===== src/rtl/mem_port_arbiter_if.sv =====
// Bus bundle for the two-requester memory port arbiter: fetch (m0), load/store (m1) and memory side.
// slave is the arbiter's view; master is the view of the requesters plus memory.
interface mem_port_arbiter_if #(
    parameter int ADDR_W = 32,
    parameter int DATA_W = 32
);
    logic              m0_req_i;
    logic [ADDR_W-1:0] m0_addr_i;
    logic              m0_gnt_o;
    logic              m0_rvalid_o;
    logic [DATA_W-1:0] m0_rdata_o;
    logic              m0_err_o;

    logic              m1_req_i;
    logic              m1_we_i;
    logic [ADDR_W-1:0] m1_addr_i;
    logic [DATA_W-1:0] m1_wdata_i;
    logic [1:0]        m1_size_i;
    logic              m1_gnt_o;
    logic              m1_rvalid_o;
    logic [DATA_W-1:0] m1_rdata_o;
    logic              m1_err_o;

    logic              mem_req_o;
    logic              mem_we_o;
    logic [ADDR_W-1:0] mem_addr_o;
    logic [DATA_W-1:0] mem_wdata_o;
    logic [1:0]        mem_size_o;
    logic              mem_gnt_i;
    logic              mem_rvalid_i;
    logic [DATA_W-1:0] mem_rdata_i;

    modport slave (
        input  m0_req_i, m0_addr_i,
        input  m1_req_i, m1_we_i, m1_addr_i, m1_wdata_i, m1_size_i,
        input  mem_gnt_i, mem_rvalid_i, mem_rdata_i,
        output m0_gnt_o, m0_rvalid_o, m0_rdata_o, m0_err_o,
        output m1_gnt_o, m1_rvalid_o, m1_rdata_o, m1_err_o,
        output mem_req_o, mem_we_o, mem_addr_o, mem_wdata_o, mem_size_o
    );

    modport master (
        output m0_req_i, m0_addr_i,
        output m1_req_i, m1_we_i, m1_addr_i, m1_wdata_i, m1_size_i,
        output mem_gnt_i, mem_rvalid_i, mem_rdata_i,
        input  m0_gnt_o, m0_rvalid_o, m0_rdata_o, m0_err_o,
        input  m1_gnt_o, m1_rvalid_o, m1_rdata_o, m1_err_o,
        input  mem_req_o, mem_we_o, mem_addr_o, mem_wdata_o, mem_size_o
    );
endinterface


===== src/rtl/mem_port_arbiter.sv =====
// Round-robin arbiter sharing one request/grant/response memory port between fetch (m0) and
// load/store (m1), with one transaction in flight and a response timeout that returns an error.
//
// state    | meaning
// IDLE     | no transaction; grant a requester combinationally
// ISSUE    | mem_req_o high with latched payload, waiting for mem_gnt_i
// WAIT_RSP | request accepted, waiting for mem_rvalid_i
module mem_port_arbiter #(
    parameter int ADDR_W  = 32,
    parameter int DATA_W  = 32,
    parameter int TIMEOUT = 256
) (
    input  logic clk_i,
    input  logic reset_ni,
    mem_port_arbiter_if.slave bus
);
    localparam logic [1:0] IDLE     = 2'd0;
    localparam logic [1:0] ISSUE    = 2'd1;
    localparam logic [1:0] WAIT_RSP = 2'd2;

    // One spare count of headroom so a saturated counter still compares as expired
    localparam int              CNT_W = $clog2(TIMEOUT + 2);
    localparam logic [CNT_W-1:0] TO_V = CNT_W'(TIMEOUT);

    logic [1:0]        state;
    logic              owner;
    logic              last_owner;
    logic [CNT_W-1:0]  cnt;
    logic [CNT_W-1:0]  cnt_inc;

    logic              req_q;
    logic              we_q;
    logic [ADDR_W-1:0] addr_q;
    logic [DATA_W-1:0] wdata_q;
    logic [1:0]        size_q;

    logic              rvalid0_q, rvalid1_q;
    logic              err0_q, err1_q;
    logic [DATA_W-1:0] rdata0_q, rdata1_q;

    logic gnt0, gnt1, busy, to_hit, rsp_ok, to_err, deliver;

    // Grants are gated by reset so every output reads 0 while reset_ni is low
    assign gnt0 = reset_ni && (state == IDLE) && bus.m0_req_i && (!bus.m1_req_i || last_owner);
    assign gnt1 = reset_ni && (state == IDLE) && bus.m1_req_i && (!bus.m0_req_i || !last_owner);

    assign busy    = (state == ISSUE) || (state == WAIT_RSP);
    assign cnt_inc = cnt + CNT_W'(1);
    assign to_hit  = (TIMEOUT != 0) && (cnt_inc >= TO_V);
    assign rsp_ok  = (state == WAIT_RSP) && bus.mem_rvalid_i;
    assign to_err  = busy && to_hit && !rsp_ok && !((state == ISSUE) && bus.mem_gnt_i);
    assign deliver = rsp_ok || to_err;

    always_ff @(posedge clk_i or negedge reset_ni) begin
        if (!reset_ni) begin
            state      <= IDLE;
            owner      <= 1'b0;
            last_owner <= 1'b1;
            cnt        <= '0;
            req_q      <= 1'b0;
            we_q       <= 1'b0;
            addr_q     <= '0;
            wdata_q    <= '0;
            size_q     <= 2'b00;
        end else begin
            if (busy) begin
                cnt <= to_hit ? TO_V : cnt_inc;
            end
            case (state)
                IDLE: begin
                    if (gnt0 || gnt1) begin
                        owner      <= gnt1;
                        last_owner <= gnt1;
                        cnt        <= '0;
                        req_q      <= 1'b1;
                        state      <= ISSUE;
                        if (gnt1) begin
                            we_q    <= bus.m1_we_i;
                            addr_q  <= bus.m1_addr_i;
                            wdata_q <= bus.m1_wdata_i;
                            size_q  <= bus.m1_size_i;
                        end else begin
                            we_q    <= 1'b0;
                            addr_q  <= bus.m0_addr_i;
                            wdata_q <= '0;
                            size_q  <= 2'b10;
                        end
                    end
                end
                ISSUE: begin
                    if (bus.mem_gnt_i) begin
                        req_q <= 1'b0;
                        state <= WAIT_RSP;
                    end else if (to_err) begin
                        req_q <= 1'b0;
                        state <= IDLE;
                    end
                end
                WAIT_RSP: begin
                    if (deliver) begin
                        state <= IDLE;
                    end
                end
                default: begin
                    req_q <= 1'b0;
                    state <= IDLE;
                end
            endcase
        end
    end

    // Response path: only the owner's registers move; rdata holds between pulses
    always_ff @(posedge clk_i or negedge reset_ni) begin
        if (!reset_ni) begin
            rvalid0_q <= 1'b0;
            rvalid1_q <= 1'b0;
            err0_q    <= 1'b0;
            err1_q    <= 1'b0;
            rdata0_q  <= '0;
            rdata1_q  <= '0;
        end else begin
            rvalid0_q <= 1'b0;
            rvalid1_q <= 1'b0;
            if (deliver) begin
                if (owner) begin
                    rvalid1_q <= 1'b1;
                    err1_q    <= to_err;
                    rdata1_q  <= to_err ? '0 : bus.mem_rdata_i;
                end else begin
                    rvalid0_q <= 1'b1;
                    err0_q    <= to_err;
                    rdata0_q  <= to_err ? '0 : bus.mem_rdata_i;
                end
            end
        end
    end

    assign bus.m0_gnt_o    = gnt0;
    assign bus.m1_gnt_o    = gnt1;
    assign bus.m0_rvalid_o = rvalid0_q;
    assign bus.m1_rvalid_o = rvalid1_q;
    assign bus.m0_err_o    = err0_q;
    assign bus.m1_err_o    = err1_q;
    assign bus.m0_rdata_o  = rdata0_q;
    assign bus.m1_rdata_o  = rdata1_q;

    assign bus.mem_req_o   = req_q;
    assign bus.mem_we_o    = we_q;
    assign bus.mem_addr_o  = addr_q;
    assign bus.mem_wdata_o = wdata_q;
    assign bus.mem_size_o  = size_q;
endmodule


===== src/flat_wrapper.sv =====
// flat-port wrapper written by rule: the top's interface ports become plain ports
module mem_port_arbiter_flat 
#(
    parameter int ADDR_W  = 32,
    parameter int DATA_W  = 32,
    parameter int TIMEOUT = 256
)
  (clk_i, reset_ni, bus_m0_req_i, bus_m0_addr_i, bus_m1_req_i, bus_m1_we_i, bus_m1_addr_i, bus_m1_wdata_i, bus_m1_size_i, bus_mem_gnt_i, bus_mem_rvalid_i, bus_mem_rdata_i, bus_m0_gnt_o, bus_m0_rvalid_o, bus_m0_rdata_o, bus_m0_err_o, bus_m1_gnt_o, bus_m1_rvalid_o, bus_m1_rdata_o, bus_m1_err_o, bus_mem_req_o, bus_mem_we_o, bus_mem_addr_o, bus_mem_wdata_o, bus_mem_size_o);
  mem_port_arbiter_if #(.ADDR_W(ADDR_W), .DATA_W(DATA_W)) bus_i ();
  input  logic clk_i;
  input  logic reset_ni;
  input wire logic [$bits(bus_i.m0_req_i)-1:0] bus_m0_req_i;
  input wire logic [$bits(bus_i.m0_addr_i)-1:0] bus_m0_addr_i;
  input wire logic [$bits(bus_i.m1_req_i)-1:0] bus_m1_req_i;
  input wire logic [$bits(bus_i.m1_we_i)-1:0] bus_m1_we_i;
  input wire logic [$bits(bus_i.m1_addr_i)-1:0] bus_m1_addr_i;
  input wire logic [$bits(bus_i.m1_wdata_i)-1:0] bus_m1_wdata_i;
  input wire logic [$bits(bus_i.m1_size_i)-1:0] bus_m1_size_i;
  input wire logic [$bits(bus_i.mem_gnt_i)-1:0] bus_mem_gnt_i;
  input wire logic [$bits(bus_i.mem_rvalid_i)-1:0] bus_mem_rvalid_i;
  input wire logic [$bits(bus_i.mem_rdata_i)-1:0] bus_mem_rdata_i;
  output wire logic [$bits(bus_i.m0_gnt_o)-1:0] bus_m0_gnt_o;
  output wire logic [$bits(bus_i.m0_rvalid_o)-1:0] bus_m0_rvalid_o;
  output wire logic [$bits(bus_i.m0_rdata_o)-1:0] bus_m0_rdata_o;
  output wire logic [$bits(bus_i.m0_err_o)-1:0] bus_m0_err_o;
  output wire logic [$bits(bus_i.m1_gnt_o)-1:0] bus_m1_gnt_o;
  output wire logic [$bits(bus_i.m1_rvalid_o)-1:0] bus_m1_rvalid_o;
  output wire logic [$bits(bus_i.m1_rdata_o)-1:0] bus_m1_rdata_o;
  output wire logic [$bits(bus_i.m1_err_o)-1:0] bus_m1_err_o;
  output wire logic [$bits(bus_i.mem_req_o)-1:0] bus_mem_req_o;
  output wire logic [$bits(bus_i.mem_we_o)-1:0] bus_mem_we_o;
  output wire logic [$bits(bus_i.mem_addr_o)-1:0] bus_mem_addr_o;
  output wire logic [$bits(bus_i.mem_wdata_o)-1:0] bus_mem_wdata_o;
  output wire logic [$bits(bus_i.mem_size_o)-1:0] bus_mem_size_o;
  assign bus_i.m0_req_i = bus_m0_req_i;
  assign bus_i.m0_addr_i = bus_m0_addr_i;
  assign bus_i.m1_req_i = bus_m1_req_i;
  assign bus_i.m1_we_i = bus_m1_we_i;
  assign bus_i.m1_addr_i = bus_m1_addr_i;
  assign bus_i.m1_wdata_i = bus_m1_wdata_i;
  assign bus_i.m1_size_i = bus_m1_size_i;
  assign bus_i.mem_gnt_i = bus_mem_gnt_i;
  assign bus_i.mem_rvalid_i = bus_mem_rvalid_i;
  assign bus_i.mem_rdata_i = bus_mem_rdata_i;
  assign bus_m0_gnt_o = bus_i.m0_gnt_o;
  assign bus_m0_rvalid_o = bus_i.m0_rvalid_o;
  assign bus_m0_rdata_o = bus_i.m0_rdata_o;
  assign bus_m0_err_o = bus_i.m0_err_o;
  assign bus_m1_gnt_o = bus_i.m1_gnt_o;
  assign bus_m1_rvalid_o = bus_i.m1_rvalid_o;
  assign bus_m1_rdata_o = bus_i.m1_rdata_o;
  assign bus_m1_err_o = bus_i.m1_err_o;
  assign bus_mem_req_o = bus_i.mem_req_o;
  assign bus_mem_we_o = bus_i.mem_we_o;
  assign bus_mem_addr_o = bus_i.mem_addr_o;
  assign bus_mem_wdata_o = bus_i.mem_wdata_o;
  assign bus_mem_size_o = bus_i.mem_size_o;
  mem_port_arbiter #(.ADDR_W(ADDR_W), .DATA_W(DATA_W), .TIMEOUT(TIMEOUT)) u_core (.clk_i(clk_i), .reset_ni(reset_ni), .bus(bus_i));
endmodule

===== config.mk =====
export PLATFORM = sky130hd
export DESIGN_NAME = mem_port_arbiter_flat
export DESIGN_NICKNAME = d
export VERILOG_FILES = /design/src/rtl/mem_port_arbiter_if.sv /design/src/rtl/mem_port_arbiter.sv /design/src/flat_wrapper.sv
export SDC_FILE = /design/constraint.sdc
export NUM_CORES = 1
export LEC_CHECK = 0
export BUFFER_PORTS_ARGS = -buffer_cell sky130_fd_sc_hd__buf_2
export CAP_MARGIN = 20
export CORE_UTILIZATION = 47
export DETAILED_ROUTE_END_ITERATION = 16
export GPL_TIMING_DRIVEN = 0
export PLACE_DENSITY = 0.8
export SETUP_SLACK_MARGIN = 0.4
export SYNTH_ARGS = -nofsm -noshare
export SYNTH_HDL_FRONTEND = slang
export SYNTH_SLANG_ARGS = --single-unit

===== constraint.sdc =====
create_clock -name clk_i -period 2.6 [get_ports clk_i]
set_input_delay 0 -clock clk_i [delete_from_list [all_inputs] [get_ports clk_i]]
set_output_delay 0 -clock clk_i [all_outputs]
set_load 0.1 [all_outputs]

==> impl_metrics.yaml <==
clocking:
  clock-sinks: 149
  cts_hold_repair.buffers: 134
  clock_latency_at_the_later_pin_of_the_worst_skew_pair_ns: 0.42
  clk_pin_slew_worst_paths_ns: 0.06
  tritoncts.num_buffers: 17
  maximum_count_of_clock_buffers_along_a_single_path: 2
  htree_num_levels: 4
  cts_tree: "yes"
  cts_root_buffer: "sky130_fd_sc_hd__clkbuf_16"
drt:
  routed_via_count: 6642
  drt-total-wl_um: 24800
  drt_drc_violations_left: 0
  ant_nets: 0
  detailedRoute.firstPassIterationCount: 5
  vias_per_cell: 5.95
  first_iter_violations: 781
  drt-wirelength-per-cell_um: 22.2
sta:
  timing.clock.skew_ns: 0.00973
  period_minus_slack_ns: 2.45
  finalHoldWorstSlack_ns: -0.375
  finalHoldViolations: 82
  worst_slew_margin_rel_pct: 41.5
  final-setup-viol-count: 0
  timing_worst_slew_pin_value_ns: 0.874
  report.final.slew_viol_count: 0
  max_clock_freq_ghz: 0.409
  tcrit_tclk_final_pct: 94.1
  rsz_0062_raised_after_global_routing: "true"
setup_path:
  worst-endpoint-arrival_ns: 2.70
  crit_type: "reg2reg"
  rr_startpoint: "u_core.state[1]"
  critical_path.startpoint_type: "register"
  critical_path.reg2reg.endpoint: "u_core.bus.mem_addr_o[13]"
  r2r.worst_path.cells: 10
  critical_path_required_ns: 2.85
  setup.worst_path.end_class: "register"
  setup.worst_path.start: "u_core.state[1]"
  worstSetupEndpoint: "u_core.bus.mem_addr_o[13]"
  worst-path-max-fanout: 10
  regToRegSetupSlack_ns: 0.15
worst_hold_path:
  hold_path_class: "in2async"
die:
  die_area_mm2: 0.0130
  die_w_um: 114
  die_height_um: 114
  design.portCount: 275
  placement_rows: 40
  start_util_pct: 48.7
  design.core.area_mm2: 0.0122
yosys:
  summed_instance_area_of_the_synthesized_netlist_mm2: 0.00592
  synth_area_leaders: "sky130_fd_sc_hd__dfrtp_1 63%, sky130_fd_sc_hd__a22o_1 15%, sky130_fd_sc_hd__nand2_1 4.4%, sky130_fd_sc_hd__a31oi_1 3.5%, sky130_fd_sc_hd__nor2_1 2.3%"
  number_of_flops_mapped_to_enable_cells_by_yosys: 0
  post_synthesis_net_count: 638
  synthArstFlopShare_pct: 100
  post_synth.cell_area_avg_um2: 11.9
  ys_warn_count: 0
  synth_sequential_area_ratio_pct: 63.0
  netlist.top_cell.by_area: "sky130_fd_sc_hd__dfrtp_1"
  ys_seq_elements: 149
  synthCells: 496
  ys.flop_type: "sky130_fd_sc_hd__dfrtp_1"
  synth.lib_cells_used.distinct: 40
  yosys.area.top_type_share_pct: 62.6
final_layout:
  antennaDiodeCount: 0
  final-instance-count-excl-fill: 1116
  postLayoutCellArea_mm2: 0.00972
  core_occupancy_in_the_finished_layout_pct: 80.0
  share_of_post_route_cells_with_drive_strength_above_1_pct: 37.8
  layout-area-overhead-vs-synth_pct: 64.3
  nets: 1078
placement:
  gp_routability_congestion: 0.946
  place_inst: 939
  post-dp-hpwl_um: 12900
  numPortBuffers: 274
  post_dp_cell_area_mm2: 0.00754
run_status:
  failed_checks: "negative hold slack"
  run_status: "finished with violations"
grt:
  grt_pass1_vias: 6772
  grt_max_degree: 84
  grt-ovfl-total: 0
  wire_length_of_the_first_global_routing_pass_um: 36600
  groute.usage.overall_pct: 37.6
  grt_antenna_before_repair: 0
flow_run:
  maxCapViolations: 0
-- synthesized netlist by cell type, types with 2 or more instances --
cell / count
sky130_fd_sc_hd__buf_6: 6
sky130_fd_sc_hd__and3_1: 2
sky130_fd_sc_hd__nand2_1: 70
sky130_fd_sc_hd__xnor2_1: 4
sky130_fd_sc_hd__nand4_1: 3
sky130_fd_sc_hd__a21oi_1: 3
sky130_fd_sc_hd__clkbuf_1: 25
sky130_fd_sc_hd__mux2i_1: 2
sky130_fd_sc_hd__o31ai_4: 2
sky130_fd_sc_hd__nor2_1: 36
sky130_fd_sc_hd__buf_2: 4
sky130_fd_sc_hd__ha_1: 5
sky130_fd_sc_hd__xor2_1: 4
sky130_fd_sc_hd__nor3_1: 10
sky130_fd_sc_hd__nand3_1: 2
sky130_fd_sc_hd__and2_1: 3
sky130_fd_sc_hd__dfrtp_1: 148
sky130_fd_sc_hd__a22o_1: 98
sky130_fd_sc_hd__o21ai_0: 7
sky130_fd_sc_hd__a31oi_1: 33
sky130_fd_sc_hd__inv_1: 10
-- critical path, cell delays in order, from the launching register on --
cell and delay (ns):
sky130_fd_sc_hd__dfrtp_1 0.40, sky130_fd_sc_hd__inv_2 0.10, sky130_fd_sc_hd__ha_2 0.21, sky130_fd_sc_hd__and2_1 0.13, sky130_fd_sc_hd__clkbuf_2 0.17, sky130_fd_sc_hd__nand3_4 0.18
sky130_fd_sc_hd__inv_2 0.14, sky130_fd_sc_hd__buf_4 0.21, sky130_fd_sc_hd__buf_4 0.21, sky130_fd_sc_hd__nand2_1 0.11, sky130_fd_sc_hd__a31oi_1 0.43
-- registers in the layout, summed over array words and instances (netlist names) --
signal and cells:
u_core.state 2, u_core.bus.m1_err_o 1, u_core.cnt 9, u_core.bus.mem_wdata_o 32
u_core.bus.m0_rvalid_o 1, u_core.bus.mem_req_o 1, u_core.owner 1, u_core.bus.mem_size_o 2
u_core.bus.m1_rdata_o 32, u_core.last_owner 1, u_core.bus.m0_err_o 1, u_core.bus.m0_rdata_o 32
u_core.bus.m1_rvalid_o 1, u_core.bus.mem_addr_o 32, u_core.bus.mem_we_o 1
-- cell type report --
type	count	area [µm²]
repair buffers	422	2860
fillers	614	2440
flip-flops and latches	149	3730
well taps	168	210
clock inverters	9	174
inverters	11	41.3
clock buffers	22	474
plain buffers	36	223
multi-input cells	299	2010
-- what timing repair did --
item / CTS / global route
hold endpoints to repair: 215 / 82
pin swaps: 1 / 3
cloned: 1 / 0
buffers inserted: 3 / 9
resized for setup: 11 / 39
endpoints found under the setup margin: 131 / 109
-- placed cells by master (no fill, tap or decap), types with 4 or more instances in the layout --
| cell | count |
|---|---|
| sky130_fd_sc_hd__a22o_1 | 98 |
| sky130_fd_sc_hd__a31oi_1 | 30 |
| sky130_fd_sc_hd__buf_2 | 273 |
| sky130_fd_sc_hd__buf_4 | 16 |
| sky130_fd_sc_hd__buf_6 | 7 |
| sky130_fd_sc_hd__bufinv_16 | 5 |
| sky130_fd_sc_hd__clkbuf_1 | 14 |
| sky130_fd_sc_hd__clkbuf_16 | 17 |
| sky130_fd_sc_hd__clkbuf_2 | 10 |
| sky130_fd_sc_hd__clkbuf_8 | 4 |
| sky130_fd_sc_hd__dfrtp_1 | 148 |
| sky130_fd_sc_hd__dlygate4sd3_1 | 134 |
| sky130_fd_sc_hd__ha_1 | 4 |
| sky130_fd_sc_hd__inv_1 | 8 |
| sky130_fd_sc_hd__nand2_1 | 70 |
| sky130_fd_sc_hd__nor2_1 | 36 |
| sky130_fd_sc_hd__nor3_1 | 10 |
| sky130_fd_sc_hd__o21ai_0 | 7 |
| sky130_fd_sc_hd__xnor2_1 | 4 |
| sky130_fd_sc_hd__xor2_1 | 4 |
-- metal layers --
layer / vias up / GRT usage (%) / wire length [µm]
met5: - / 0 / 0
met4: 0 / 28.1 / 1880
met3: 175 / 10.7 / 2780
met2: 637 / 61.5 / 11900
met1: 3152 / 42.0 / 8310
li1: 2678 / - / -
-- cells by family after synthesis --
group / synth area share [%]
AOI/OAI and AO/OA: 20.9
adders and majority gates: 1.06
xor gates and xnor gates: 1.18
buffers and inverters: 3.95
DFF: 63.0
and+or+nand+nor: 9.32
muxes: 0.528
-- worst min-delay path by stage --
stage / to / slack, ns / cells past startpoint / from
floorplan: u_core.bus.m0_err_o / -0.30 / 0 / reset_ni
global placement: u_core.last_owner / 0.22 / 2 / bus_m0_req_i
detailed placement: u_core.bus.mem_wdata_o[4] / 0.1 / 1 / reset_ni
CTS: u_core.bus.mem_wdata_o[4] / -0.34 / 1 / reset_ni
global route: u_core.bus.mem_wdata_o[16] / -0.33 / 1 / reset_ni
finish: u_core.bus.mem_wdata_o[8] / -0.38 / 1 / reset_ni
-- metrics by stage --
stage | worst slack [ns] | TNS, ns
global placement | -1.64 | -192.20
CTS | 0.366 | 0
finish | 0.152 | 0
global route | 0.00462 | 0
detailed placement | -0.187 | -6.28
floorplan | 0.421 | 0
Power is not shown: default switching activity piles up to over one toggle a cycle in this logic, so the estimate is an artifact.
